==> src/rtl/car_sensor_emulator_if.sv <==
// car_sensor_emulator_if: request handshake, sensor lines and pass counters of the car emulator.
interface car_sensor_emulator_if;
   logic       req_enter;
   logic       req_exit;
   logic       ready;
   logic       a;
   logic       b;
   logic       done;
   logic       conflict;
   logic [7:0] n_enter;
   logic [7:0] n_exit;
   modport master (
      output req_enter, req_exit,
      input  ready, a, b, done, conflict, n_enter, n_exit
   );
   modport slave (
      input  req_enter, req_exit,
      output ready, a, b, done, conflict, n_enter, n_exit
   );
endinterface

==> src/rtl/car_sensor_emulator.sv <==
// car_sensor_emulator: plays one Gray-coded car passage on the a/b photo-sensor lines per accepted request.
module car_sensor_emulator #(
   parameter int HOLD_CYCLES = 4,
   parameter int GAP_CYCLES  = 2
) (
   input logic             clk,
   input logic             reset,
   car_sensor_emulator_if.slave bus
);
   localparam int MAX_LEN = (HOLD_CYCLES > GAP_CYCLES) ? HOLD_CYCLES : GAP_CYCLES;
   localparam int W = $clog2(MAX_LEN + 1);
   localparam logic [W-1:0] H_LAST = W'(HOLD_CYCLES - 1);
   localparam logic [W-1:0] G_LAST = W'(GAP_CYCLES - 1);
   typedef enum logic [2:0] {IDLE, PH1, PH2, PH3, GAP} state_t;
   state_t state, state_nx;
   logic [W-1:0] cnt, cnt_nx;
   logic dir, dir_nx, go, phase_end;
   logic a_nx, b_nx, ready_nx, done_nx, conflict_nx;
   always_ff @(posedge clk or posedge reset) begin
      if (reset) begin
         state        <= IDLE;
         cnt          <= '0;
         dir          <= 1'b0;
         bus.a        <= 1'b0;
         bus.b        <= 1'b0;
         bus.ready    <= 1'b1;
         bus.done     <= 1'b0;
         bus.conflict <= 1'b0;
         bus.n_enter  <= '0;
         bus.n_exit   <= '0;
      end else begin
         state        <= state_nx;
         cnt          <= cnt_nx;
         dir          <= dir_nx;
         bus.a        <= a_nx;
         bus.b        <= b_nx;
         bus.ready    <= ready_nx;
         bus.done     <= done_nx;
         bus.conflict <= conflict_nx;
         if (done_nx && !dir) bus.n_enter <= bus.n_enter + 8'd1;
         if (done_nx && dir) bus.n_exit <= bus.n_exit + 8'd1;
      end
   end
   always_comb begin
      go        = bus.req_enter ^ bus.req_exit;
      phase_end = (state == GAP) ? (cnt == G_LAST) : (cnt == H_LAST);
      state_nx  = (state == IDLE) ? (go ? PH1 : IDLE) :
                  !phase_end      ? state :
                  (state == GAP)  ? IDLE : state_t'(state + 3'd1);
      cnt_nx    = (state == IDLE || phase_end) ? '0 : cnt + W'(1);
      dir_nx    = (state == IDLE && go) ? bus.req_exit : dir;
   end
   // Outputs are computed from the next state so a/b change on the very edge the phase changes.
   always_comb begin
      a_nx        = (state_nx == PH2) || (state_nx == PH1 && !dir_nx) || (state_nx == PH3 && dir_nx);
      b_nx        = (state_nx == PH2) || (state_nx == PH1 && dir_nx) || (state_nx == PH3 && !dir_nx);
      ready_nx    = state_nx == IDLE;
      done_nx     = state == PH3 && state_nx == GAP;
      conflict_nx = state == IDLE && bus.req_enter && bus.req_exit;
   end
endmodule

==> src/flat_wrapper.sv <==
// flat-port wrapper written by rule: the top's interface ports become plain ports
module car_sensor_emulator_flat 
#(
   parameter int HOLD_CYCLES = 4,
   parameter int GAP_CYCLES  = 2
)
  (clk, reset, bus_req_enter, bus_req_exit, bus_ready, bus_a, bus_b, bus_done, bus_conflict, bus_n_enter, bus_n_exit);
  car_sensor_emulator_if bus_i ();
  input logic clk;
  input logic reset;
  input wire logic [$bits(bus_i.req_enter)-1:0] bus_req_enter;
  input wire logic [$bits(bus_i.req_exit)-1:0] bus_req_exit;
  output wire logic [$bits(bus_i.ready)-1:0] bus_ready;
  output wire logic [$bits(bus_i.a)-1:0] bus_a;
  output wire logic [$bits(bus_i.b)-1:0] bus_b;
  output wire logic [$bits(bus_i.done)-1:0] bus_done;
  output wire logic [$bits(bus_i.conflict)-1:0] bus_conflict;
  output wire logic [$bits(bus_i.n_enter)-1:0] bus_n_enter;
  output wire logic [$bits(bus_i.n_exit)-1:0] bus_n_exit;
  assign bus_i.req_enter = bus_req_enter;
  assign bus_i.req_exit = bus_req_exit;
  assign bus_ready = bus_i.ready;
  assign bus_a = bus_i.a;
  assign bus_b = bus_i.b;
  assign bus_done = bus_i.done;
  assign bus_conflict = bus_i.conflict;
  assign bus_n_enter = bus_i.n_enter;
  assign bus_n_exit = bus_i.n_exit;
  car_sensor_emulator #(.HOLD_CYCLES(HOLD_CYCLES), .GAP_CYCLES(GAP_CYCLES)) u_core (.clk(clk), .reset(reset), .bus(bus_i));
endmodule
==> config.mk <==
export PLATFORM = sky130hd
export DESIGN_NAME = car_sensor_emulator_flat
export DESIGN_NICKNAME = d
export VERILOG_FILES = /design/src/rtl/car_sensor_emulator_if.sv /design/src/rtl/car_sensor_emulator.sv /design/src/flat_wrapper.sv
export SDC_FILE = /design/constraint.sdc
export NUM_CORES = 1
export LEC_CHECK = 0
export BUFFER_PORTS_ARGS = -buffer_cell sky130_fd_sc_hd__buf_4
export CAP_MARGIN = 20
export CELL_PAD_IN_SITES_DETAIL_PLACEMENT = 2
export CELL_PAD_IN_SITES_GLOBAL_PLACEMENT = 2
export CORE_MARGIN = 2
export CORE_UTILIZATION = 32
export CTS_BUF_LIST = sky130_fd_sc_hd__clkbuf_16
export CTS_CLUSTER_DIAMETER = 150
export DETAILED_ROUTE_END_ITERATION = 16
export GPL_ROUTABILITY_DRIVEN = 0
export PLACE_DENSITY_LB_ADDON = 0.1
export SYNTH_ARGS = -nofsm -noshare
export SYNTH_HDL_FRONTEND = slang
export SYNTH_SLANG_ARGS = --single-unit
==> constraint.sdc <==
create_clock -name clk -period 1.95 [get_ports clk]
set_input_delay 0.2925 -clock clk [delete_from_list [all_inputs] [get_ports clk]]
set_output_delay 0.2925 -clock clk [all_outputs]
set_load 0.01 [all_outputs]
After elaboration in Yosys (flattened, before gate mapping)
Index checks and enable logic that the tools add are counted.
{"block": "word_totals", "reg_bits": 28, "in_bits": 4, "output_inout_bits": 21, "elab_cells": 49}
{"block": "classes", "addsub": 4, "eq_ne": 8, "muxes": 7, "bitwise": 1, "reduce_logical": 19}
{"cell": "$add 8x1->8 const B", "count": 2}
{"cell": "$eq 3x2->1 const B", "count": 4}
{"cell": "$mux 3", "count": 4}
{"cell": "$logic_and 1x1->1", "count": 10}
{"cell": "$add 3x1->3 const B", "count": 2}
{"cell": "$eq 3x1->1 const B", "count": 2}
{"cell": "$eq 3x3->1 const B", "count": 2}
{"cell": "$logic_not 3->1", "count": 2}
{"cell": "$logic_or 1x1->1", "count": 5}
{"cell": "$mux 1", "count": 3}
{"cell": "$logic_not 1->1", "count": 2}
{"cell": "$xor 1x1->1", "count": 1}

Logic depth before layout (Yosys ltp)
Gate-level depths: netlist of the first run.
{"block": "depth", "depth_word": 8, "depth_mapped": 9, "depth_no_buf": 7}

Worst setup path before layout of the first run
No wires, ideal clock.
{"block": "synth_path", "path_type": "register -> register", "from": "register u_core.state[0]", "to": "register u_core.bus.n_enter[1]", "setup_ps": 125, "arrival_ps": 1900, "t_required_ps": 1825, "slack_ps": -75, "path_stages_with_launch": 9, "path_buffers": 1, "synth_period_minus_slack_ps": 2025, "path_cell_list": "dfrtp_1 inv_1 ha_1 buf_4 xor2_1 a311oi_1 nor2_2 nand4b_1 mux2_2"}
{"block": "synth_between", "elab_chain_cells": 7, "elab_cells_between_ends": 11, "cone_classes": "add/sub: 1; eq/ne: 3; mux: 4; reduce/logical: 3"}
{"element": "start, declared", "line_no": "car_sensor_emulator.sv:15", "text": "state_t state, state_nx;"}
{"element": "start signal, assigned", "line_no": "car_sensor_emulator.sv:32", "text": "state <= state_nx;"}
{"element": "$add 3x1->3 or $eq 3x3->1 (tied branches)", "line_no": "car_sensor_emulator.sv:49, car_sensor_emulator.sv:46"}
{"element": "$mux 3 or $mux 1 (tied branches)", "line_no": "car_sensor_emulator.sv:49, car_sensor_emulator.sv:46"}
{"element": "$mux 3", "line_no": "car_sensor_emulator.sv:48", "text": "!phase_end ? state :"}
{"element": "$mux 3", "line_no": "car_sensor_emulator.sv:47", "text": "state_nx = (state == IDLE) ? (go ? PH1 : IDLE) :"}
{"element": "$eq 3x3->1", "line_no": "car_sensor_emulator.sv:58", "text": "done_nx = state == PH3 && state_nx == GAP;"}
{"element": "$logic_and 1x1->1 *", "line_no": "car_sensor_emulator.sv:58"}
{"element": "$logic_and 1x1->1 *", "line_no": "car_sensor_emulator.sv:40", "text": "if (done_nx && !dir) bus.n_enter <= bus.n_enter + 8'd1;"}
{"element": "end signal, assigned", "line_no": "car_sensor_emulator.sv:40"}
{"element": "end, declared", "line_no": "car_sensor_emulator_if.sv:18", "text": "output ready, a, b, done, conflict, n_enter, n_exit"}
Mark *: on every way between the ends. The rest lies on a longest branch, timed or not.
A chain may end at the register's enable or synchronous reset.

Final worst setup path of the first run
{"block": "layout_path", "from": "register u_core.state[0]", "to": "register u_core.bus.n_exit[1]"}
{"block": "layout_between", "elab_chain_cells": 7, "elab_cells_between_ends": 11, "cone_classes": "add/sub: 1; eq/ne: 3; mux: 4; reduce/logical: 3"}
{"element": "$add 3x1->3 or $eq 3x3->1 (tied branches)", "line_no": "car_sensor_emulator.sv:49, car_sensor_emulator.sv:46"}
{"element": "$mux 3 or $mux 1 (tied branches)", "line_no": "car_sensor_emulator.sv:49, car_sensor_emulator.sv:46"}
{"element": "$mux 3", "line_no": "car_sensor_emulator.sv:48"}
{"element": "$mux 3", "line_no": "car_sensor_emulator.sv:47"}
{"element": "$eq 3x3->1", "line_no": "car_sensor_emulator.sv:58"}
{"element": "$logic_and 1x1->1 *", "line_no": "car_sensor_emulator.sv:58"}
{"element": "$logic_and 1x1->1 *", "line_no": "car_sensor_emulator.sv:41", "text": "if (done_nx && dir) bus.n_exit <= bus.n_exit + 8'd1;"}
{"element": "end signal, assigned", "line_no": "car_sensor_emulator.sv:41"}
{"element": "end, declared", "line_no": "car_sensor_emulator_if.sv:18"}
Marked as above.

==> impl_metrics.tcl, run 1 <==
set metrics [dict create \
    ys_types 35 \
    clock_skew_ns 0.00540 \
    multiInputGateArea_um2 783 \
    cts_hold_buf 0 \
    portBuffers 24 \
    die_h_um 71.5 \
    period_needed_ns 2.16 \
    final_area_mm2 0.00204 \
    relSlewSlack_pct 67.5 \
    cts_max_level 1 \
    rows 24 \
    cp-end-kind "register" \
    worst-setup-path-type "register to register" \
    crit_chain "ha_2 > ha_4 > nor4b_4 > o21ai_2 > a21oi_2 > nand4_1 > mux2_4" \
    clockRootBuffer "clkbuf_16" \
    cpLargestDelayFamily "simple AND/OR/NAND/NOR gates" \
    cts_tree "yes" \
    antenna_found_initial 0 \
    wl_per_cell_um 19.1 \
    violations "setup timing" \
    crit_arrival_ns 2.30 \
    cp-start-kind "register" \
    dp_hpwl_um 2870 \
    via_per_inst 5.16 \
    yosys_warnings 0 \
    p_leak_uw 0.000948 \
    layout_common_cells "buf_4, dfrtp_1, xnor2_1" \
    yosysSeqAreaShare_pct 48.1 \
    clk_latency_ns 0.26 \
    cts_buffers 3 \
    grt_usage_pct 19.0 \
    grt_max_degree 29 \
    drc 0 \
    routed_wl_um 4530 \
    filler_cell_count 469 \
    numClockSinks 28 \
    initial_utilization_pct 33.3 \
    crit_required_ns 2.10 \
    grt_pass1_vias 1362 \
    fin_ws_ns -0.206 \
    holdCritPathClass "input pin to async pin" \
    drv_slew 0 \
    antenna_cells 0 \
    timing.hold.ws_ns 0.0988 \
    status "complete, but fails checks" \
    crit_buf_inv 0 \
    coreArea_mm2 0.00438 \
    ioPinCount 25 \
    power_density_mw_per_mm2 1240 \
    worstMarginPinSlew_ns 0.482 \
    placed_area_mm2 0.00184 \
    die_x_um 71.5 \
    cpMaxStageDelayCell "dfrtp_1" \
    grt_pass1_wl_um 7430 \
    vias 1224 \
    rsz0062_at_grt "yes" \
    ys_ff_latch 28 \
    grt-ovfl-total 0 \
    cpPeakStageDelay_ns 0.42 \
    synthCells 137 \
    peakVddDrop_mv 0.565 \
    fin_util_pct 46.5 \
    seq_area_um2 702 \
    area_delta_synth_final_pct 39.7 \
    setup_violations 18 \
    max_freq_mhz 464 \
    ctsLongestPathBuffers 2 \
    dr.pass1.iters 4 \
    final_nets 196 \
    hold_viol 0 \
    post-route-period-util_pct 111 \
    drt_iter0_markers 55 \
    die_area_mm2 0.00512 \
    maxCapViolCount 0 \
    drive_gt1_share_pct 38.9 \
    synth.net_count 147 \
    path_clk_slew_ns 0.07 \
    mappedNetlistArea_mm2 0.00146 \
    syn-mean-instance-area_um2 10.6 \
    ant_nets 0 \
    cp_max_fo 3 \
    final_common_cell "buf_4" \
]
-- routing by layer --
layer / global-route usage [%] / vias to the layer above / share of wire, %
li1: - / 572 / -
met1: 25.0 / 616 / 44
met2: 32.2 / 28 / 51
met3: 2.67 / 8 / 2.8
met4: 6.29 / 0 / 2.5
met5: 0 / - / 0
-- timing repair --
item	CTS	global route
pin swaps	7	2
gates resized for setup	5	7
setup buffers	8	1
setup endpoints to repair	17	21
-- tightest hold or removal path, cell delays in order --
cell   delay (ns)
buf_4        0.11
inv_1        0.04
buf_4        0.34
-- final timing paths --
kind	end	cells after the start	slack [ns]	from
worst max-delay path	u_core.bus.n_exit[1]$_DFFE_PP0P_	7	-0.21	u_core.state[0]$_DFF_PP0_
worst min-delay path	u_core.bus.n_exit[4]$_DFFE_PP0P_	3	0.1	reset
worst max register to register	u_core.bus.n_exit[1]$_DFFE_PP0P_	7	-0.21	u_core.state[0]$_DFF_PP0_
worst min register to register	u_core.bus.n_exit[7]$_DFFE_PP0P_	1	0.48	u_core.bus.n_exit[7]$_DFFE_PP0P_
max in group asynchronous	u_core.bus.ready$_DFF_PP1_	3	1.54	reset
min in group clk	u_core.bus.conflict$_DFF_PP0_	2	0.30	bus_req_exit
-- cells in the mapped netlist --
cell type	number	area, um^2
nand2b_1	2	12.5
nand4b_1	2	17.5
a21oi_2	1	8.76
nor2_2	1	6.26
a21oi_1	2	10.0
o211ai_1	1	7.51
nand4bb_1	1	11.3
a211oi_1	1	7.51
dfstp_2	1	26.3
buf_4	2	15.0
nor4b_2	1	15.0
o311ai_4	1	26.3
and4b_1	1	10.0
o22ai_1	1	6.26
nand4_1	12	75.1
a2bb2oi_1	1	8.76
nand3_1	3	15.0
nor3b_1	2	15.0
xor2_1	2	17.5
a311oi_1	1	8.76
o21ai_0	7	35.0
and2_4	1	8.76
buf_2	1	5.00
nor2b_1	3	18.8
o21ai_1	1	5.00
nor3_1	1	5.00
inv_1	10	37.5
xnor2_1	17	149
ha_1	6	75.1
dfrtp_1	27	676
nor2_1	7	26.3
mux2_2	2	22.5
clkbuf_2	1	5.00
and3_1	7	43.8
nand2_1	7	26.3
-- cells by family (layout without fill, tap and decap cells) --
group / after synthesis / count (layout) / synth area share, %
buffers and inverters: 14 / 62 / 4.29
flip-flops: 28 / 28 / 48.1
XOR/XNOR: 19 / 19 / 11.4
AO/OA/AOI/OAI: 17 / 17 / 8.49
AND/OR/NAND/NOR: 51 / 51 / 21.0
multiplexers: 2 / 2 / 1.54
adder cells (fa/ha/maj): 6 / 6 / 5.15
-- final cells by class --
class	instances	share of cell area, %
multi-input combinational	95	38.4
timing repair buffer	48	18.2
clock buffer	3	3.68
inverter	10	1.84
sequential	28	34.4
clock inverter	1	0.184
tap	52	3.19
-- state kept, by name, indices dropped and copies added (netlist names) --
signal / flops
u_core.bus.a: 1
u_core.bus.b: 1
u_core.bus.conflict: 1
u_core.cnt: 3
u_core.dir: 1
u_core.bus.done: 1
u_core.bus.ready: 1
u_core.bus.n_exit: 8
u_core.bus.n_enter: 8
u_core.state: 3
-- power breakdown --
group | switching, uW | total (uW) | internal (uW) | leakage (uW)
sequential | 102 | 787 | 684 | 0.000371
clock | 200 | 476 | 275 | 0.0000385
combinational | 701 | 1270 | 574 | 0.000539
total | 1000 | 2540 | 1530 | 0.000948
-- stage by stage --
stage                     setup slack (ns)  power [uW]  std cells  setup TNS [ns]
after floorplan                    -0.0428        1450        137         -0.0433
after global routing                -0.290        2700        237           -3.91
after global placement            -0.00819        1800        224         -0.0172
final                               -0.206        2540        237           -2.14
after CTS                          -0.0943        2470        236          -0.863
after detailed placement           -0.0722        1830        224          -0.592
Power figures use the tool's default switching activity.
==> run 2: changes to the inputs <==
--- a/config.mk
+++ b/config.mk
@@ -16,6 +16,7 @@
 export DETAILED_ROUTE_END_ITERATION = 16
 export GPL_ROUTABILITY_DRIVEN = 0
 export PLACE_DENSITY_LB_ADDON = 0.1
+export RECOVER_POWER = 25
 export SYNTH_ARGS = -nofsm -noshare
 export SYNTH_HDL_FRONTEND = slang
 export SYNTH_SLANG_ARGS = --single-unit
==> run 2 against run 1 <==
  * The run ends with capacitance limit, slew limit, setup timing left
  * Global-route usage unchanged
  * Non-clock buffer count stayed put
  * Clock-buffer cell count unchanged
==> impl_metrics.tcl, run 2 (synthesis gave the netlist of run 1 again) <==
set metrics [dict create \
    status "complete, but fails checks" \
    violations "capacitance limit, slew limit, setup timing" \
    period_needed_ns 2.16 \
    path_clk_slew_ns 0.07 \
    clockRootBuffer "clkbuf_16" \
    dr.pass1.iters 4 \
    drt_iter0_markers 55 \
    reg_top3 "u_core.bus.n_enter (8), u_core.bus.n_exit (8)" \
    antenna_cells 0 \
    cts_buffers 3 \
    timing.hold.ws_ns 0.298 \
    cp-end-kind "register" \
    via_per_inst 5.17 \
    hold_viol 0 \
    grt_usage_pct 19.0 \
    placedCellCount 224 \
    initial_utilization_pct 33.3 \
    die_area_mm2 0.00512 \
    ioPinCount 25 \
    final_nets 196 \
    antenna_found_initial 0 \
    drv_slew 29 \
    cts_max_level 1 \
    placed_area_mm2 0.00184 \
    vias 1225 \
    dp_hpwl_um 2870 \
    fin_util_pct 46.4 \
    crit_required_ns 2.10 \
    cp_max_fo 3 \
    grt_pass1_wl_um 7430 \
    total_power_uw 2540 \
    clk_latency_ns 0.26 \
    routed_wl_um 4530 \
    die_x_um 71.5 \
    cpLargestDelayFamily "simple AND/OR/NAND/NOR gates" \
    power_density_mw_per_mm2 1250 \
    drive_gt1_share_pct 38.4 \
    layout_common_cells "buf_4, dfrtp_1, xnor2_1" \
    fin_ws_ns -0.206 \
    cts_hold_buf 0 \
    cpPeakStageDelay_ns 0.42 \
    numClockSinks 28 \
    rows 24 \
    crit_chain "ha_2 > ha_4 > nor4b_4 > o21ai_2 > a21oi_2 > nand4_1 > mux2_4" \
    seq_area_um2 702 \
    multiInputGateArea_um2 783 \
    coreArea_mm2 0.00438 \
    cpMaxStageDelayCell "dfrtp_1" \
    setup_violations 18 \
    die_h_um 71.5 \
    maxCapViolCount 1 \
    ctsLongestPathBuffers 2 \
    final_common_cell "buf_4" \
    p_leak_uw 0.000945 \
    area_delta_synth_final_pct 39.5 \
    grt_pass1_vias 1362 \
    worstMarginPinSlew_ns 1.61 \
    holdCritPathClass "input pin to register" \
    relSlewSlack_pct -7.55 \
    grt_max_degree 29 \
    crit_buf_inv 0 \
    max_freq_mhz 464 \
    ant_nets 0 \
    cts_tree "yes" \
    peakVddDrop_mv 0.565 \
    crit_arrival_ns 2.30 \
    grt-ovfl-total 0 \
    post-route-period-util_pct 111 \
    filler_cell_count 470 \
    portBuffers 24 \
    drc 0 \
    clock_skew_ns 0.00540 \
    wl_per_cell_um 19.1 \
    finalNonFillerCells 237 \
    worst-setup-path-type "register to register" \
    final_area_mm2 0.00203 \
    rsz0062_at_grt "yes" \
    cp-start-kind "register" \
]
[run 2: metal layers]
metal / track usage, % / part of all wire [%]
met1: 25.0 / 44
met2: 32.2 / 51
met3: 2.67 / 2.8
met4: 6.29 / 2.5
met5: 0 / 0
[run 2: what timing repair did]
item	CTS	global route
setup endpoints to repair	17	21
resized for setup	5	7
pin swaps	7	2
buffers inserted	8	1
[run 2: area by class of cell]
cell class                      count  area share (%)
Tap cell                           52            3.20
Clock inverter                      1           0.185
Clock buffer                        3            3.69
Inverter                           10            1.85
Sequential cell                    28            34.5
Multi-Input combinational cell     95            38.5
Timing Repair Buffer               48            18.1
[run 2: final timing paths]
kind	from	end	slack, ns	depth (start not counted)
setup / recovery	u_core.state[0]$_DFF_PP0_	u_core.bus.n_exit[1]$_DFFE_PP0P_	-0.21	7
hold / removal	bus_req_exit	u_core.bus.conflict$_DFF_PP0_	0.30	2
setup reg to reg	u_core.state[0]$_DFF_PP0_	u_core.bus.n_exit[1]$_DFFE_PP0P_	-0.21	7
hold reg to reg	u_core.bus.n_exit[7]$_DFFE_PP0P_	u_core.bus.n_exit[7]$_DFFE_PP0P_	0.48	1
max in group asynchronous	reset	u_core.bus.n_enter[5]$_DFFE_PP0P_	0.42	3
min in group asynchronous	reset	u_core.bus.n_exit[3]$_DFFE_PP0P_	0.59	3
[run 2: per-stage QoR]
stage,setup WS [ns],TNS [ns]
floorplan,-0.0428,-0.0433
global placement,-0.00819,-0.0172
detailed placement,-0.0722,-0.592
CTS,-0.0943,-0.863
global route,-0.290,-3.91
finish,-0.206,-2.14
[run 2: where the power goes]
group          switching, uW  internal (uW)  leakage [uW]
clock network            200            275     0.0000385
registers                102            685      0.000371
logic                    700            573      0.000535
